===== config.mk =====
export PLATFORM = sky130hd
export DESIGN_NAME = io_bus_arbiter_flat
export DESIGN_NICKNAME = d
export VERILOG_FILES = /design/src/rtl/io_bus_arbiter_if.sv /design/src/rtl/io_bus_arbiter.sv /design/src/flat_wrapper.sv
export SDC_FILE = /design/constraint.sdc
export NUM_CORES = 1
export LEC_CHECK = 0
export ABC_CLOCK_PERIOD_IN_PS = 1500
export BUFFER_PORTS_ARGS = -buffer_cell sky130_fd_sc_hd__buf_4
export CAP_MARGIN = 20
export CORE_UTILIZATION = 33
export DETAILED_ROUTE_END_ITERATION = 6
export PLACE_DENSITY = 0.87
export SYNTH_ARGS = -nofsm -noshare
export SYNTH_HDL_FRONTEND = slang
export SYNTH_SLANG_ARGS = --single-unit

===== constraint.sdc =====
create_clock -name i_clk -period 1.5 [get_ports i_clk]
set_clock_uncertainty 0.15 [all_clocks]
set_input_delay 0.3 -clock i_clk [delete_from_list [all_inputs] [get_ports i_clk]]
set_output_delay 0.3 -clock i_clk [all_outputs]
set_load 0.05 [all_outputs]

===== src/rtl/io_bus_arbiter_if.sv =====
// ---------------------------------------------------------------------------
// io_bus_arbiter_if
// Purpose : Bundles the CPU port, the secondary-master request/response
//           ports and the shared 16-bit external I/O bus of io_bus_arbiter.
// Modports:
//   slave  - arbiter side: consumes CPU/master requests and bus_rdata,
//            drives grants, acks, read data and the shared bus.
//   master - environment side: the CPU, the NM secondary masters and the
//            bus device (the mirror image of slave).
// Signals : cpu_acc/cpu_we/cpu_addr/cpu_wdata/cpu_rdata  CPU access
//           req/m_we/m_addr/m_wdata (master i at [16i+15:16i])
//           gnt/ack/m_rdata/err                       master response
//           bus_addr/bus_wdata/bus_we/bus_oe/bus_rdata shared bus
// ---------------------------------------------------------------------------
interface io_bus_arbiter_if #(
  parameter int NM = 2
);
  logic                cpu_acc;
  logic                cpu_we;
  logic [15:0]         cpu_addr;
  logic [15:0]         cpu_wdata;
  logic [15:0]         cpu_rdata;
  logic [NM-1:0]       req;
  logic [NM-1:0]       m_we;
  logic [16*NM-1:0]    m_addr;
  logic [16*NM-1:0]    m_wdata;
  logic [NM-1:0]       gnt;
  logic [NM-1:0]       ack;
  logic [15:0]         m_rdata;
  logic                err;
  logic [15:0]         bus_addr;
  logic [15:0]         bus_wdata;
  logic                bus_we;
  logic                bus_oe;
  logic [15:0]         bus_rdata;

  modport slave (
    input  cpu_acc, cpu_we, cpu_addr, cpu_wdata,
    input  req, m_we, m_addr, m_wdata,
    input  bus_rdata,
    output cpu_rdata, gnt, ack, m_rdata, err,
    output bus_addr, bus_wdata, bus_we, bus_oe
  );

  modport master (
    output cpu_acc, cpu_we, cpu_addr, cpu_wdata,
    output req, m_we, m_addr, m_wdata,
    output bus_rdata,
    input  cpu_rdata, gnt, ack, m_rdata, err,
    input  bus_addr, bus_wdata, bus_we, bus_oe
  );
endinterface


===== src/rtl/io_bus_arbiter.sv =====
// ---------------------------------------------------------------------------
// io_bus_arbiter
// Purpose : Shares the CPU's 16-bit external I/O bus with NM secondary
//           masters. The CPU always wins and is never stalled; secondaries
//           get round-robin single-beat transactions in CPU-free cycles.
// Ports   : i_clk    clock, rising edge
//           i_reset  synchronous, active-high reset
//           io_bus   io_bus_arbiter_if.slave (CPU, masters, shared bus)
// Params  : NM       number of secondary masters (1..8)
//           TIMEOUT  blocked cycles before a granted transaction aborts
// Option  : define IOARB_TIMEOUT_EN to enable the blocked-transaction abort
//           (ack with err=1); without it err stays 0 and ISSUE waits forever.
// ---------------------------------------------------------------------------
module io_bus_arbiter #(
  parameter int NM      = 2,
  parameter int TIMEOUT = 15
) (
  input  logic              i_clk,
  input  logic              i_reset,
  io_bus_arbiter_if.slave   io_bus
);

  localparam int PW = (NM > 1) ? $clog2(NM) : 1;

  typedef enum logic [1:0] {
    ST_IDLE  = 2'b00,
    ST_ISSUE = 2'b01,
    ST_DONE  = 2'b10
  } state_t;

  state_t          r_state;
  logic [NM-1:0]   r_gnt;
  logic [NM-1:0]   r_ack;
  logic            r_err;
  logic [15:0]     r_m_rdata;
  logic [PW-1:0]   r_rr_ptr;
  logic [3:0]      r_wait_cnt;
  logic [PW-1:0]   r_win;

  state_t          w_state_nxt;
  logic [NM-1:0]   w_gnt_nxt;
  logic [NM-1:0]   w_ack_nxt;
  logic            w_err_nxt;
  logic [15:0]     w_m_rdata_nxt;
  logic [PW-1:0]   w_rr_ptr_nxt;
  logic [3:0]      w_wait_cnt_nxt;
  logic [PW-1:0]   w_win_nxt;

  logic [PW-1:0]   w_pick;
  logic [NM-1:0]   w_pick_oh;
  logic            w_tmo_hit;

`ifdef IOARB_TIMEOUT_EN
  // Abort fires on the TIMEOUT-th consecutive blocked cycle.
  assign w_tmo_hit = (r_wait_cnt == 4'(TIMEOUT - 1));
`else
  // Timeout disabled: abort never fires.
  assign w_tmo_hit = 1'b0 && (TIMEOUT > 0);
`endif

  // Round-robin winner: first requester after the last served master.
  always_comb begin
    logic [PW-1:0] idx;
    logic          found;
    w_pick    = r_rr_ptr;
    w_pick_oh = '0;
    found     = 1'b0;
    idx       = '0;
    for (int k = 1; k <= NM; k++) begin
      idx = PW'((int'(r_rr_ptr) + k) % NM);
      if (!found && io_bus.req[idx]) begin
        w_pick = idx;
        found  = 1'b1;
      end else begin
        found  = found;
      end
    end
    w_pick_oh[w_pick] = 1'b1;
  end

  // Next-state and next-output logic of the grant FSM.
  always_comb begin
    w_state_nxt    = r_state;
    w_gnt_nxt      = r_gnt;
    w_ack_nxt      = r_ack;
    w_err_nxt      = r_err;
    w_m_rdata_nxt  = r_m_rdata;
    w_rr_ptr_nxt   = r_rr_ptr;
    w_wait_cnt_nxt = r_wait_cnt;
    w_win_nxt      = r_win;
    case (r_state)
      ST_IDLE: begin
        if (io_bus.req != '0) begin
          w_win_nxt   = w_pick;
          w_gnt_nxt   = w_pick_oh;
          w_state_nxt = ST_ISSUE;
        end else begin
          w_state_nxt = ST_IDLE;
        end
      end
      ST_ISSUE: begin
        // r_gnt is already onehot(winner), so it doubles as the ack mask.
        if (!io_bus.cpu_acc) begin
          w_m_rdata_nxt = io_bus.bus_rdata;
          w_ack_nxt     = r_gnt;
          w_err_nxt     = 1'b0;
          w_gnt_nxt     = '0;
          w_rr_ptr_nxt  = r_win;
          w_state_nxt   = ST_DONE;
        end else if (w_tmo_hit) begin
          w_ack_nxt     = r_gnt;
          w_err_nxt     = 1'b1;
          w_gnt_nxt     = '0;
          w_rr_ptr_nxt  = r_win;
          w_state_nxt   = ST_DONE;
        end else begin
          w_wait_cnt_nxt = (r_wait_cnt == 4'hF) ? 4'hF : (r_wait_cnt + 4'h1);
        end
      end
      ST_DONE: begin
        w_ack_nxt      = '0;
        w_err_nxt      = 1'b0;
        w_wait_cnt_nxt = 4'h0;
        w_state_nxt    = ST_IDLE;
      end
      default: begin
        w_gnt_nxt      = '0;
        w_ack_nxt      = '0;
        w_err_nxt      = 1'b0;
        w_wait_cnt_nxt = 4'h0;
        w_state_nxt    = ST_IDLE;
      end
    endcase
  end

  // State and registered-output update with synchronous reset.
  always_ff @(posedge i_clk) begin
    if (i_reset) begin
      r_state    <= ST_IDLE;
      r_gnt      <= '0;
      r_ack      <= '0;
      r_err      <= 1'b0;
      r_m_rdata  <= 16'h0000;
      r_rr_ptr   <= PW'(NM - 1);
      r_wait_cnt <= 4'h0;
      r_win      <= '0;
    end else begin
      r_state    <= w_state_nxt;
      r_gnt      <= w_gnt_nxt;
      r_ack      <= w_ack_nxt;
      r_err      <= w_err_nxt;
      r_m_rdata  <= w_m_rdata_nxt;
      r_rr_ptr   <= w_rr_ptr_nxt;
      r_wait_cnt <= w_wait_cnt_nxt;
      r_win      <= w_win_nxt;
    end
  end

  // Shared bus mux: CPU first, then the granted master, else released.
  always_comb begin
    io_bus.bus_addr  = 16'h0000;
    io_bus.bus_wdata = 16'h0000;
    io_bus.bus_we    = 1'b0;
    io_bus.bus_oe    = 1'b0;
    if (io_bus.cpu_acc) begin
      io_bus.bus_addr  = io_bus.cpu_addr;
      io_bus.bus_wdata = io_bus.cpu_wdata;
      io_bus.bus_we    = io_bus.cpu_we;
      io_bus.bus_oe    = 1'b1;
    end else if (r_state == ST_ISSUE) begin
      io_bus.bus_addr  = io_bus.m_addr[16*int'(r_win) +: 16];
      io_bus.bus_wdata = io_bus.m_wdata[16*int'(r_win) +: 16];
      io_bus.bus_we    = io_bus.m_we[r_win];
      io_bus.bus_oe    = 1'b1;
    end else begin
      io_bus.bus_oe    = 1'b0;
    end
  end

  assign io_bus.cpu_rdata = io_bus.bus_rdata;
  assign io_bus.gnt       = r_gnt;
  assign io_bus.ack       = r_ack;
  assign io_bus.err       = r_err;
  assign io_bus.m_rdata   = r_m_rdata;

endmodule

===== src/flat_wrapper.sv =====
// flat-port wrapper written by rule: the top's interface ports become plain ports
module io_bus_arbiter_flat 
#(
  parameter int NM      = 2,
  parameter int TIMEOUT = 15
)
  (i_clk, i_reset, io_bus_cpu_acc, io_bus_cpu_we, io_bus_cpu_addr, io_bus_cpu_wdata, io_bus_req, io_bus_m_we, io_bus_m_addr, io_bus_m_wdata, io_bus_bus_rdata, io_bus_cpu_rdata, io_bus_gnt, io_bus_ack, io_bus_m_rdata, io_bus_err, io_bus_bus_addr, io_bus_bus_wdata, io_bus_bus_we, io_bus_bus_oe);
  io_bus_arbiter_if #(.NM(NM)) io_bus_i ();
  input  logic i_clk;
  input  logic i_reset;
  input wire logic [$bits(io_bus_i.cpu_acc)-1:0] io_bus_cpu_acc;
  input wire logic [$bits(io_bus_i.cpu_we)-1:0] io_bus_cpu_we;
  input wire logic [$bits(io_bus_i.cpu_addr)-1:0] io_bus_cpu_addr;
  input wire logic [$bits(io_bus_i.cpu_wdata)-1:0] io_bus_cpu_wdata;
  input wire logic [$bits(io_bus_i.req)-1:0] io_bus_req;
  input wire logic [$bits(io_bus_i.m_we)-1:0] io_bus_m_we;
  input wire logic [$bits(io_bus_i.m_addr)-1:0] io_bus_m_addr;
  input wire logic [$bits(io_bus_i.m_wdata)-1:0] io_bus_m_wdata;
  input wire logic [$bits(io_bus_i.bus_rdata)-1:0] io_bus_bus_rdata;
  output wire logic [$bits(io_bus_i.cpu_rdata)-1:0] io_bus_cpu_rdata;
  output wire logic [$bits(io_bus_i.gnt)-1:0] io_bus_gnt;
  output wire logic [$bits(io_bus_i.ack)-1:0] io_bus_ack;
  output wire logic [$bits(io_bus_i.m_rdata)-1:0] io_bus_m_rdata;
  output wire logic [$bits(io_bus_i.err)-1:0] io_bus_err;
  output wire logic [$bits(io_bus_i.bus_addr)-1:0] io_bus_bus_addr;
  output wire logic [$bits(io_bus_i.bus_wdata)-1:0] io_bus_bus_wdata;
  output wire logic [$bits(io_bus_i.bus_we)-1:0] io_bus_bus_we;
  output wire logic [$bits(io_bus_i.bus_oe)-1:0] io_bus_bus_oe;
  assign io_bus_i.cpu_acc = io_bus_cpu_acc;
  assign io_bus_i.cpu_we = io_bus_cpu_we;
  assign io_bus_i.cpu_addr = io_bus_cpu_addr;
  assign io_bus_i.cpu_wdata = io_bus_cpu_wdata;
  assign io_bus_i.req = io_bus_req;
  assign io_bus_i.m_we = io_bus_m_we;
  assign io_bus_i.m_addr = io_bus_m_addr;
  assign io_bus_i.m_wdata = io_bus_m_wdata;
  assign io_bus_i.bus_rdata = io_bus_bus_rdata;
  assign io_bus_cpu_rdata = io_bus_i.cpu_rdata;
  assign io_bus_gnt = io_bus_i.gnt;
  assign io_bus_ack = io_bus_i.ack;
  assign io_bus_m_rdata = io_bus_i.m_rdata;
  assign io_bus_err = io_bus_i.err;
  assign io_bus_bus_addr = io_bus_i.bus_addr;
  assign io_bus_bus_wdata = io_bus_i.bus_wdata;
  assign io_bus_bus_we = io_bus_i.bus_we;
  assign io_bus_bus_oe = io_bus_i.bus_oe;
  io_bus_arbiter #(.NM(NM), .TIMEOUT(TIMEOUT)) u_core (.i_clk(i_clk), .i_reset(i_reset), .io_bus(io_bus_i));
endmodule

==> results.md <==
- Largest net degree at the start of global routing: 38
- Die Y: 77.5 µm
- Total Power: 2.73 mW
- DP Area: 3520 µm²
- Max_cap viols: 0
- Commonest non-fill, non-tap cell in the layout: buf_4
- Clk Latency, worst-skew pair: 0.26 ns
- Total track usage: 0.223
- Share of cells above drive strength 1: 0.612
- Initial Utilization: 0.342
- Setup crit end kind: primary output
- CP Class: flop to primary output
- Hold_buf cts: 0
- Sw Share: 0.395
- Std-Cell Rows: 27
- Leakage: 1.71 nW
- Die area: 6010 µm²
- Logic pwr share: 0.540
- Hold Crit Endpoint: u_core.io_bus.m_rdata[4]$_SDFFE_PP0P_
- Antenna violations before repair: 0
- Violated checks: negative setup slack
- Io pins: 191
- Top cell type's share of synthesized area: 0.255
- Crit share post-route: 1.35
- Synth Area in Compound Gates: 0.226
- Vias per cell: 4.74
- Routed WL: 7030 µm
- Post-route cell area: 3790 µm²
- F_max: 0.493 GHz
- Placer Congestion: 0.851
- Internal: 1.65 mW
- Worst setup SP type: flop
- Yosys reg bits: 24
- Synth-to-Final Area Change: 102%
- Final net count: 531
- Final setup margin: -0.527 ns
- Critical Path AT: 1.58 ns
- Post-route insts no fill: 482
- Avg WL per Cell: 14.6 µm
- RSZ-0062 raised after global routing: yes
- Run status: finished, violations left
- Die W: 77.5 µm
- Syn nets: 357
- Worst EP required: 1.05 ns
- WHS: 0.135 ns
- CTS clk-pin slew, worst paths: 0.09 ns
- Global-route wire length before repair: 10,800 µm
- Clock power frac: 0.207
- Post-route DRC: 0
- Grt ovf: 0
- Placed cells: 475
- Reg2Reg Depth: 5
- Sw Pwr: 1.08 mW
- Ant diodes: 0
- Final Setup Violations: 50
- Synth unique cells: 24
- Synth Area in XOR/XNOR: 0
- Worst r2r src: u_core.r_state[0]$_SDFFE_PP0P_
- Total CTS buffers: 3
- Htree depth: 1
- Synth top area cells: dfxtp_1, mux2i_1, o21ai_2
- Clock sink count: 24
- Syn Area/Cell: 7.94 µm²
- Vias in the first global route: 2,239
- I/O Buffers: 189
- Peak VDD IR: 0.000584 V
- Largest area contributor in the netlist: dfxtp_1
- CTS tree: built
- Reg-to-Reg End: u_core.io_bus.m_rdata[11]$_SDFFE_PP0P_
- Mapped Cells: 237
- Setup crit start: u_core.r_state[0]$_SDFFE_PP0P_
- Detailed Routing Iterations Pass 1: 6
- Synth Area in Adders: 0
- Power share of the sequential group: 0.253
- Synth warn: 0
- Clock tree buffer depth: 2
- Hold Path Depth: 3
- Crit Path Max Fanout: 13
- Max Slew Vio Count: 0
- Final min period: 2.03 ns
- Hold crit path type: input port to flop
- Sequential share of the synthesized area: 0.255
- Hpwl dp: 5410 µm
- PD cells: 720 nW/µm²
- Remaining antenna violation count: 0
- Synth Cell Area: 1880 µm²
- Via count: 2,287
- Root Driver: clkbuf_8
- Post-synthesis mux area share: 0.186
- Main combinational cell family by area after synthesis: compound AO/OA/AOI/OAI gates
- Most frequent cells in the layout: buf_4, nand2_1, mux2i_1, buf_6, o21ai_4
- HP Start: io_bus_bus_rdata[4]
- Final hold vios: 0
- DRT iter0 DRCs: 22
- R2R setup slack: -0.09 ns
- Core ar.: 5510 µm²
- Post-synthesis simple-gate area fraction: 0.187
==> registers in the layout, indices dropped and copies added, names as in the netlist <==
register	cells
u_core.r_rr_ptr	1
u_core.r_win	1
u_core.io_bus.m_rdata	16
u_core.io_bus.gnt	2
u_core.io_bus.ack	2
u_core.r_state	2
==> synth_stat cells <==
master     n
a221o_1    1
and3b_1    1
nor3_1     2
o21ai_0    1
buf_4     18
buf_6      7
inv_1      2
nor2b_1    2
nand2_1   70
buf_2      6
a31oi_1    1
clkbuf_1   5
a21oi_1   18
nor2_1     2
o21ba_2    1
dfxtp_1   24
a21o_1     1
mux2i_1   35
nor3b_4    1
nand3b_1   3
o21bai_1   1
or3b_1     1
o21ai_2   33
conb_1     1
==> layout make-up <==
type                    instances  area [µm²]
repair buffers                205        1740
fillers                       424        1710
multi-input cells             175        1400
flip-flops and latches         24         484
well taps                      72        90.1
clock buffers                   3        41.3
clock inverters                 1        30.0
inverters                       2        7.51
==> repair_timing <==
| action | 4_1_cts | 5_1_grt |
|---|---|---|
| buffers inserted | 2 | 0 |
| cloned | 0 | 1 |
| gates resized for setup | 36 | 7 |
| setup endpoints to repair | 50 | 52 |
| pin swaps | 0 | 1 |
==> stage by stage <==
stage,setup slack [ns],setup TNS (ns),util
2_1_floorplan,-0.341,-11.18,-
3_3_place_gp,-0.381,-14.30,0.639
3_5_place_dp,-0.392,-14.71,0.639
4_1_cts,-0.535,-17.60,0.678
5_1_grt,-0.569,-19.66,0.689
6_report,-0.527,-17.45,0.689
==> how the worst max path moves through the flow <==
| stage | to | cells past startpoint | slack [ns] |
|---|---|---|---|
| finish | io_bus_bus_wdata[8] | 4 | -0.53 |
| CTS | io_bus_bus_addr[6] | 4 | -0.54 |
| detailed placement | io_bus_bus_addr[6] | 5 | -0.39 |
| global route | io_bus_bus_wdata[8] | 4 | -0.57 |
| global placement | io_bus_bus_addr[6] | 5 | -0.38 |
| floorplan | io_bus_bus_addr[10] | 5 | -0.34 |
==> routing by layer <==
layer | global-route usage | vias up | part of all wire
met1 | 0.233 | 1058 | 0.36
met3 | 0.0341 | 6 | 0.057
li1 | - | 1123 | -
met2 | 0.445 | 100 | 0.57
met4 | 0.0717 | 0 | 0.013
met5 | 0 | - | 0
==> power groups by stage <==
| stage | Clock [mW] | Combinational [mW] | Sequential [mW] |
|---|---|---|---|
| after floorplan | 0 | 0.847 | 0.789 |
| after global placement | 0 | 1.36 | 0.705 |
| after detailed placement | 0 | 1.39 | 0.705 |
| after CTS | 0.576 | 1.45 | 0.691 |
| after global routing | 0.602 | 1.55 | 0.695 |
| final | 0.565 | 1.48 | 0.691 |
==> logic make-up (layout without fill, tap and decap cells) <==
group / Yosys count / in the layout
buffers and inverters: 38 / 211
other: 1 / 1
muxes: 35 / 35
and+or+nand+nor: 82 / 82
AOI/OAI and AO/OA: 57 / 57
DFF: 24 / 24
==> critical path, cell delays in order, from the launching register on <==
cell and delay, ns:
dfxtp_2 0.33, or3b_4 0.43, clkbuf_16 0.23, o21ai_4 0.15, buf_8 0.16
Power figures use the tool's default switching activity.
